File: src/rtl/load_store_unit.sv
// -----------------------------------------------------------------------------
// load_store_unit
//
// Memory stage that sits directly downstream of the execute unit. It accepts
// one load or store at a time, runs a single blocking req/gnt/rvalid
// transaction on the data bus, and retires it with a one-cycle wb_valid pulse
// that carries lane-aligned, sign/zero-extended load data for GPR/FPR
// writeback, or a load/store access fault.
//
// Ports
//   clk          clock, single domain
//   rst          asynchronous, active-low reset
//   flush        pipeline flush; kills the in-flight op
//   op           micro-op; selects extension and writeback target
//   mem_req      load/store/addr/mask/wdata from execute, sampled in IDLE
//   lsu_busy     stall upstream; high in REQ, RESP and DRAIN
//   bus_req      bus request (registered)
//   bus_we       1 = store
//   bus_addr     word-aligned address {addr[31:2], 2'b00}
//   bus_be       byte enables (mem_req.mask)
//   bus_wdata    store data, already lane-aligned upstream
//   bus_gnt      request accepted this cycle
//   bus_rvalid   response (load data or store ack)
//   bus_rdata    load data
//   bus_err      error qualifier on bus_rvalid
//   wb_valid     one-cycle pulse: transaction retired
//   wb_is_fpr    result targets the FPR file (OP_FLWS)
//   wb_data      extended load result; 0 for stores and faults
//   load_fault   load access fault, qualified by wb_valid
//   store_fault  store access fault, qualified by wb_valid
//
// Configuration
//   LSU_TIMEOUT_EN  when defined, enables a response watchdog of
//                   TIMEOUT_CYCLES cycles: a RESP that waits that long
//                   retires as a fault and moves to DRAIN to swallow the late
//                   rvalid; a DRAIN that waits that long returns to IDLE.
//                   When undefined, RESP and DRAIN wait for rvalid forever
//                   and TIMEOUT_CYCLES is unused.
// -----------------------------------------------------------------------------

package lsu_pkg;

  typedef enum logic [3:0] {
    OP_NOP,
    OP_LB,
    OP_LBU,
    OP_LH,
    OP_LHU,
    OP_LW,
    OP_FLWS,
    OP_SB,
    OP_SH,
    OP_SW
  } op_t;

  typedef struct packed {
    logic        load;
    logic        store;
    logic [31:0] addr;
    logic [3:0]  mask;
    logic [31:0] wdata;
  } mem_req_t;

endpackage

module load_store_unit
  import lsu_pkg::*;
#(
  parameter int TIMEOUT_CYCLES = 255
)
(
  input  logic        clk,
  input  logic        rst,
  input  logic        flush,
  input  op_t         op,
  input  mem_req_t    mem_req,
  output logic        lsu_busy,
  output logic        bus_req,
  output logic        bus_we,
  output logic [31:0] bus_addr,
  output logic [3:0]  bus_be,
  output logic [31:0] bus_wdata,
  input  logic        bus_gnt,
  input  logic        bus_rvalid,
  input  logic [31:0] bus_rdata,
  input  logic        bus_err,
  output logic        wb_valid,
  output logic        wb_is_fpr,
  output logic [31:0] wb_data,
  output logic        load_fault,
  output logic        store_fault
);

  typedef enum logic [1:0] {
    IDLE,
    REQ,
    RESP,
    DRAIN
  } state_t;

  state_t      state_q, state_d;
  logic        accept;
  logic        retire;
  logic        fault;
  logic        timeout_hit;

  // Attributes of the in-flight transaction, captured on accept.
  op_t         op_q;
  logic [1:0]  addr_lo_q;
  logic        is_store_q;

  logic [7:0]  rd_byte;
  logic [15:0] rd_half;
  logic [31:0] load_data;

  // ---------------------------------------------------------------------------
  // Response watchdog
  // ---------------------------------------------------------------------------
`ifdef LSU_TIMEOUT_EN
  localparam int CW = $clog2(TIMEOUT_CYCLES + 1);
  localparam logic [CW-1:0] CNT_LAST = CW'(TIMEOUT_CYCLES - 1);

  logic [CW-1:0] to_cnt_q;

  // Clears on every state change, so it restarts on entry to RESP and DRAIN;
  // the hit decodes the TIMEOUT_CYCLES-th cycle spent in that state.
  always_ff @(posedge clk or negedge rst) begin
    if (!rst) begin
      to_cnt_q <= '0;
    end else if (state_d != state_q) begin
      to_cnt_q <= '0;
    end else if (state_q == RESP || state_q == DRAIN) begin
      to_cnt_q <= to_cnt_q + CW'(1);
    end
  end

  assign timeout_hit = (state_q == RESP || state_q == DRAIN) && (to_cnt_q == CNT_LAST);
`else
  assign timeout_hit = 1'b0;
`endif

  // ---------------------------------------------------------------------------
  // FSM
  // ---------------------------------------------------------------------------
  // NOTE: sequential state uses non-blocking assignments so every flop samples
  // the pre-edge values regardless of process evaluation order.
  always_ff @(posedge clk or negedge rst) begin
    if (!rst) begin
      state_q <= IDLE;
    end else begin
      state_q <= state_d;
    end
  end

  // NOTE: every signal driven here gets a default first so no path through
  // the case statement can leave it unassigned and infer a latch.
  always_comb begin
    state_d = state_q;
    accept  = 1'b0;
    retire  = 1'b0;
    fault   = 1'b0;
    unique case (state_q)
      IDLE: begin
        if ((mem_req.load || mem_req.store) && !flush) begin
          state_d = REQ;
          accept  = 1'b1;
        end
      end
      REQ: begin
        // Once granted, the slave owes a response: a flush in the grant cycle
        // still has to drain it.
        if (bus_gnt) begin
          state_d = flush ? DRAIN : RESP;
        end else if (flush) begin
          state_d = IDLE;
        end
      end
      RESP: begin
        if (flush) begin
          state_d = bus_rvalid ? IDLE : DRAIN;
        end else if (bus_rvalid) begin
          state_d = IDLE;
          retire  = 1'b1;
          fault   = bus_err;
        end else if (timeout_hit) begin
          state_d = DRAIN;
          retire  = 1'b1;
          fault   = 1'b1;
        end
      end
      DRAIN: begin
        if (bus_rvalid || timeout_hit) begin
          state_d = IDLE;
        end
      end
      default: state_d = IDLE;
    endcase
  end

  assign lsu_busy = (state_q != IDLE);

  // ---------------------------------------------------------------------------
  // Request capture and bus drive; fields stay put until the next accept.
  // ---------------------------------------------------------------------------
  always_ff @(posedge clk or negedge rst) begin
    if (!rst) begin
      bus_req    <= 1'b0;
      bus_we     <= 1'b0;
      bus_addr   <= '0;
      bus_be     <= '0;
      bus_wdata  <= '0;
      op_q       <= OP_NOP;
      addr_lo_q  <= '0;
      is_store_q <= 1'b0;
    end else if (accept) begin
      bus_req    <= 1'b1;
      bus_we     <= mem_req.store;
      bus_addr   <= {mem_req.addr[31:2], 2'b00};
      bus_be     <= mem_req.mask;
      bus_wdata  <= mem_req.wdata;
      op_q       <= op;
      addr_lo_q  <= mem_req.addr[1:0];
      is_store_q <= mem_req.store;
    end else if (state_q == REQ && (bus_gnt || flush)) begin
      bus_req    <= 1'b0;
    end
  end

  // ---------------------------------------------------------------------------
  // Load lane extraction and extension
  // ---------------------------------------------------------------------------
  always_comb begin
    unique case (addr_lo_q)
      2'd0:    rd_byte = bus_rdata[7:0];
      2'd1:    rd_byte = bus_rdata[15:8];
      2'd2:    rd_byte = bus_rdata[23:16];
      default: rd_byte = bus_rdata[31:24];
    endcase
    rd_half = addr_lo_q[1] ? bus_rdata[31:16] : bus_rdata[15:0];

    case (op_q)
      OP_LB:   load_data = {{24{rd_byte[7]}}, rd_byte};
      OP_LBU:  load_data = {24'd0, rd_byte};
      OP_LH:   load_data = {{16{rd_half[15]}}, rd_half};
      OP_LHU:  load_data = {16'd0, rd_half};
      default: load_data = bus_rdata;
    endcase
  end

  // ---------------------------------------------------------------------------
  // Writeback: registered one cycle after the retiring response.
  // ---------------------------------------------------------------------------
  always_ff @(posedge clk or negedge rst) begin
    if (!rst) begin
      wb_valid    <= 1'b0;
      wb_is_fpr   <= 1'b0;
      wb_data     <= '0;
      load_fault  <= 1'b0;
      store_fault <= 1'b0;
    end else begin
      wb_valid    <= retire;
      wb_is_fpr   <= retire && (op_q == OP_FLWS);
      wb_data     <= (retire && !fault && !is_store_q) ? load_data : '0;
      load_fault  <= retire && fault && !is_store_q;
      store_fault <= retire && fault && is_store_q;
    end
  end

endmodule

File: config.mk
export PLATFORM = sky130hd
export DESIGN_NAME = load_store_unit
export DESIGN_NICKNAME = d
export VERILOG_FILES = /design/src/rtl/load_store_unit.sv
export SDC_FILE = /design/constraint.sdc
export NUM_CORES = 1
export LEC_CHECK = 0
export CORE_MARGIN = 2
export CORE_UTILIZATION = 39
export DETAILED_ROUTE_END_ITERATION = 16
export GPL_ROUTABILITY_DRIVEN = 1
export GPL_TIMING_DRIVEN = 0
export PLACE_DENSITY = 0.74
export SLEW_MARGIN = 20
export SYNTH_ARGS = -nofsm -noshare
export SYNTH_HDL_FRONTEND = slang
export SYNTH_SLANG_ARGS = --single-unit
File: constraint.sdc
create_clock -name clk -period 1.6 [get_ports clk]
set_input_delay 0.16 -clock clk [delete_from_list [all_inputs] [get_ports clk]]
set_output_delay 0.16 -clock clk [all_outputs]
set_load 0.01 [all_outputs]
Word level (Yosys, flattened, before mapping)

Index checks and enable logic that the tools add are counted.

Bits in registers: 112
Bits in latches: 0
Memory bits (writable): 0
Memory bits (read-only): 0
Input port bits: 112
Output and inout bits: 107
Word-level logic and storage cells: 65
Memories: 0

Add/subtract/negate cells: 0
$mul: 0
Divide/modulo/power cells: 0
Magnitude comparators: 0
Equality and inequality tests: 12
Shift-type cells: 0
Muxes and demuxes: 22
Bitwise logic cells: 0
Reduce and logical (&&, ||, !) cells: 18

Operator list:

| cell                                                            | number |
|---|---|
| 32-bit one-hot mux with 4 select lines                          | 1 |
| 32-bit two-way mux                                              | 1 |
| 8-bit one-hot mux with 3 select lines                           | 1 |
| 16-bit two-way mux                                              | 1 |
| 2-bit two-way mux                                               | 6 |
| 1-bit two-way mux                                               | 11 |
| 4-bit by 2-bit == test with 1-bit output, second input constant | 2 |
| 4-bit by 3-bit == test with 1-bit output, second input constant | 2 |
| 1-bit logical AND                                               | 8 |
| 2-bit one-hot mux with 4 select lines                           | 1 |
| 2-bit == test, second input constant                            | 3 |
| 2-bit by 1-bit == test with 1-bit output, second input constant | 2 |
| 4-bit by 1-bit == test with 1-bit output, second input constant | 1 |
| 2-bit logical NOT                                               | 2 |
| 2-bit nonzero test                                              | 2 |
| 1-bit logical NOT                                               | 3 |
| 3-bit != test, second input constant                            | 1 |
| 1-bit logical OR                                                | 2 |
| 2-bit != test, second input constant                            | 1 |
| 2-bit AND reduction                                             | 1 |

Logic depth before layout (Yosys ltp)

Word-level depth: 7
Depth in mapped cells: 6
Gate-level depth less buffers: 4

Least setup slack after synthesis

Ideal clock, no wire load.

Path kind: register to register
Start: register state_q[1]
End: register addr_lo_q[0]
Setup time: 128 ps
Data arrival time: 1,598 ps
Data required time: 1,472 ps
Setup slack: -126 ps
Stages on the path, launching flop included: 6
Buffers on the path: 2
Clock period less this slack: 1,726 ps
Cell sequence: dfrtp_1 or2_1 or2_1 clkbuf_1 buf_2 mux2_1

Cells in the longest elaborated chain, start to end: 2

RTL lines:

| item                   | line | text |
|---|---|---|
| from (decl)            | 101  | `state_t state_q, state_d;` |
| from (signal assigned) | 151  | `state_q <= state_d;` |
| 2-bit logical NOT      | 162  | `unique case (state_q)` |
| 1-bit two-way mux      | 162  |  |
| to (signal assigned)   | 222  | `addr_lo_q <= mem_req.addr[1:0];` |
| to (decl)              | 109  | `logic [1:0] addr_lo_q;` |

No other way between the ends.
A chain may end at the register's enable or synchronous reset.

Worst setup path after layout

Start: register state_q[0]
End: register bus_wdata[9]

Cells in the longest elaborated chain, start to end: 2

RTL lines:

| item                 | line | text |
|---|---|---|
| 2-bit logical NOT    | 162  |  |
| 1-bit two-way mux    | 162  |  |
| to (signal assigned) | 220  | `bus_wdata <= mem_req.wdata;` |
| to (decl)            | 82   | `output logic [31:0] bus_wdata,` |

No other way between the ends.

==> out/metrics.csv <==
metric,value,unit
outcome,"finished, violations left",
violations,negative setup slack,
setup_violations,99,
finClkSkew,0.0120,ns
p_leak,0.00392,uW
n_antenna_cell,0,
globalplace.congestion,0.854,
mostFrequentLayoutCells,"clkdlybuf4s50_1, dfrtp_1, mux2_4, nor2_1, clkbuf_16",
min_path_type,in2async,
critical_path_arrival,2.06,ns
final_cell_area,8780,um2
maxCapViolations,0,
design.core.area,13100,um2
ys_types,46,
wl,16.6,mm
nFillCells,938,
critPathLaunchType,flop,
path_class,reg2reg,
hpwl,11.5,mm
syn_area,5180,um2
avgSynthCellArea,12.7,um2
post_dp_cell_area,7860,um2
drive_gt1_frac,0.255,
routed_via_density,5.31,
mostFrequentLayoutCell,clkdlybuf4s50_1,
die_x,119,um
dieArea,14200,um2
areaGrowthSynthToFinish,69.4,%
cp_max_fo,6,
powerDensity,1710,nW/um2
port_buffers,216,
end_kind,flop,
cts_tree,done,
grt_first_pass_wirelength,24.5,mm
final_net_count,773,
wl_per_cell,19.8,um
grt-ovfl-total,0,
cts_buffer_depth,2,
hold_viol,0,
yosysSeqAreaShare,0.541,
fin_util,0.671,
ios,219,
postRouteAntennaNets,0,
grt_antenna_before_repair,0,
cts_max_level,3,
die_y,119,um
vias,4468,
cts_buffers,9,
first_iter_violations,409,
slew_violations,0,
root_buffer,clkbuf_16,
clock_sinks,112,
synth_warnings,0,
required,1.84,ns
period_minus_slack,1.82,ns
grt_max_degree,81,
fmax,548,MHz
period_share,1.14,
setup_slack,-0.224,ns
ir_drop,0.803,mV
start_util,0.396,
worstSkewPairLatency,0.36,ns
grt_setup_unrepaired,true,
ys_ff_latch,112,
cts.reportedPaths.clkPinSlew,0.07,ns
grt.total_usage,0.223,
drcViolationCount,0,
num_rows,42,
drt_first_pass_iters,5,
grt_pass1_vias,4418,
postSynthCellCount,407,
tns,-14.28,ns
==> cell families (layout without fill, tap and decap cells) <==
family	count (synthesis)	count (layout)	share of synthesized area
DFF	112	112	0.541
muxes	99	99	0.215
AOI/OAI and AO/OA	91	91	0.139
and+or+nand+nor	63	63	0.0664
buffers and inverters	38	296	0.0336
xor gates and xnor gates	3	3	0.00507
other	1	2	0.000724
==> report_power, final <==
| group | internal [uW] | leakage [uW] | switching (uW) |
|---|---|---|---|
| combinational | 4870 | 0.00239 | 3440 |
| sequential | 3850 | 0.00139 | 639 |
| clock | 1110 | 0.000137 | 1060 |
==> flip-flops by register name, indices dropped and copies added, names as in the netlist <==
signal	count
wb_data	32
bus_wdata	32
is_store_q	1
store_fault	1
load_fault	1
wb_valid	1
addr_lo_q	2
op_q	4
bus_be	4
bus_addr	30
bus_req	1
wb_is_fpr	1
state_q	2
==> area by class of cell <==
cell class / count / area, um2 / share of cell area
plain buffers: 33 / 355 / 0.0405
clock buffers: 12 / 246 / 0.0281
clock inverters: 4 / 27.5 / 0.00314
inverters: 5 / 21.3 / 0.00242
multi-input cells: 258 / 2550 / 0.291
flip-flops and latches: 112 / 2810 / 0.320
well taps: 176 / 220 / 0.0251
repair buffers: 242 / 2540 / 0.290
==> worst max-delay path: stages (launching register included) <==
cell	delay, ns
dfrtp_1	0.41
buf_6	0.13
or2_1	0.22
or2_4	0.28
clkbuf_16	0.19
clkbuf_16	0.17
mux2_4	0.30
==> through the flow <==
| step | hold slack, ns | power [uW] | setup WS, ns | instances |
|---|---|---|---|---|
| after global routing | 0.281 | 15700 | -0.255 | 842 |
| after CTS | 0.247 | 14200 | -0.212 | 831 |
| final | 0.244 | 15000 | -0.224 | 842 |
| after global placement | 0.476 | 11300 | -3.83 | 800 |
| after detailed placement | 0.0748 | 11500 | -0.755 | 801 |
| after floorplan | -0.136 | 8360 | -0.0771 | 408 |
==> cell usage after synthesis (all sizes together) <==
| cell type | count | share of area |
|---|---|---|
| o21a | 16 | 0.023 |
| dfrtp | 112 | 0.54 |
| a21oi | 4 | 0.0039 |
| or3 | 1 | 0.0012 |
| nand4 | 2 | 0.0024 |
| nand2 | 2 | 0.0014 |
| o221ai | 1 | 0.0017 |
| nor4 | 2 | 0.0053 |
| nor3 | 3 | 0.0039 |
| nor4b | 1 | 0.0017 |
| o41a | 7 | 0.015 |
| nor2b | 10 | 0.012 |
| nand2b | 3 | 0.0036 |
| buf | 21 | 0.021 |
| nor2 | 30 | 0.022 |
| a22oi | 7 | 0.010 |
| o21ai | 18 | 0.017 |
| mux4 | 1 | 0.0043 |
| or2 | 2 | 0.0024 |
| o21bai | 2 | 0.0029 |
| a221oi | 7 | 0.012 |
| o32ai | 2 | 0.0034 |
| a31o | 1 | 0.0017 |
| xnor2 | 3 | 0.0051 |
| o221a | 7 | 0.015 |
| nand3b | 1 | 0.0014 |
| and3b | 1 | 0.0017 |
| o2111a | 7 | 0.015 |
| mux2 | 87 | 0.19 |
| mux2i | 11 | 0.021 |
| a211oi | 8 | 0.012 |
| or3b | 1 | 0.0017 |
| conb | 1 | 0.00072 |
| a311o | 1 | 0.0019 |
| clkbuf | 12 | 0.0087 |
| nand4bb | 1 | 0.0022 |
| inv | 5 | 0.0036 |
| o22ai | 3 | 0.0036 |
| and3 | 3 | 0.0036 |
==> final timing paths <==
| check | slack (ns) | cells after the start | end | startpoint |
|---|---|---|---|---|
| setup / recovery | -0.22 | 6 | bus_wdata[9]$_DFFE_PN0P_ | state_q[0]$_DFFE_PN0P_ |
| hold / removal | 0.24 | 2 | wb_data[30]$_DFF_PN0_ | rst |
| setup reg to reg | -0.22 | 6 | bus_wdata[9]$_DFFE_PN0P_ | state_q[0]$_DFFE_PN0P_ |
| hold reg to reg | 0.51 | 1 | bus_wdata[24]$_DFFE_PN0P_ | bus_wdata[24]$_DFFE_PN0P_ |
| max in group asynchronous | 0.64 | 3 | addr_lo_q[1]$_DFFE_PN0P_ | rst |
| min in group clk | 0.40 | 2 | bus_wdata[0]$_DFFE_PN0P_ | mem_req[0] |
==> what timing repair did <==
action                                 CTS  global route
hold buffers                             1             0
pin swaps                                7             4
resized for setup                       51            57
buffers inserted                        11             3
cloned                                   2             8
endpoints found under the hold margin   32             0
setup endpoints to repair              103           107
==> metal layers <==
layer | track usage | wire [um] | vias to the layer above
met1 | 0.299 | 7060 | 2189
met4 | 0.0967 | 499 | 0
met5 | 0 | 0 | -
met2 | 0.348 | 7900 | 220
met3 | 0.0493 | 1190 | 38
li1 | - | - | 2021
No activity file was read; power rests on OpenSTA's default activity.
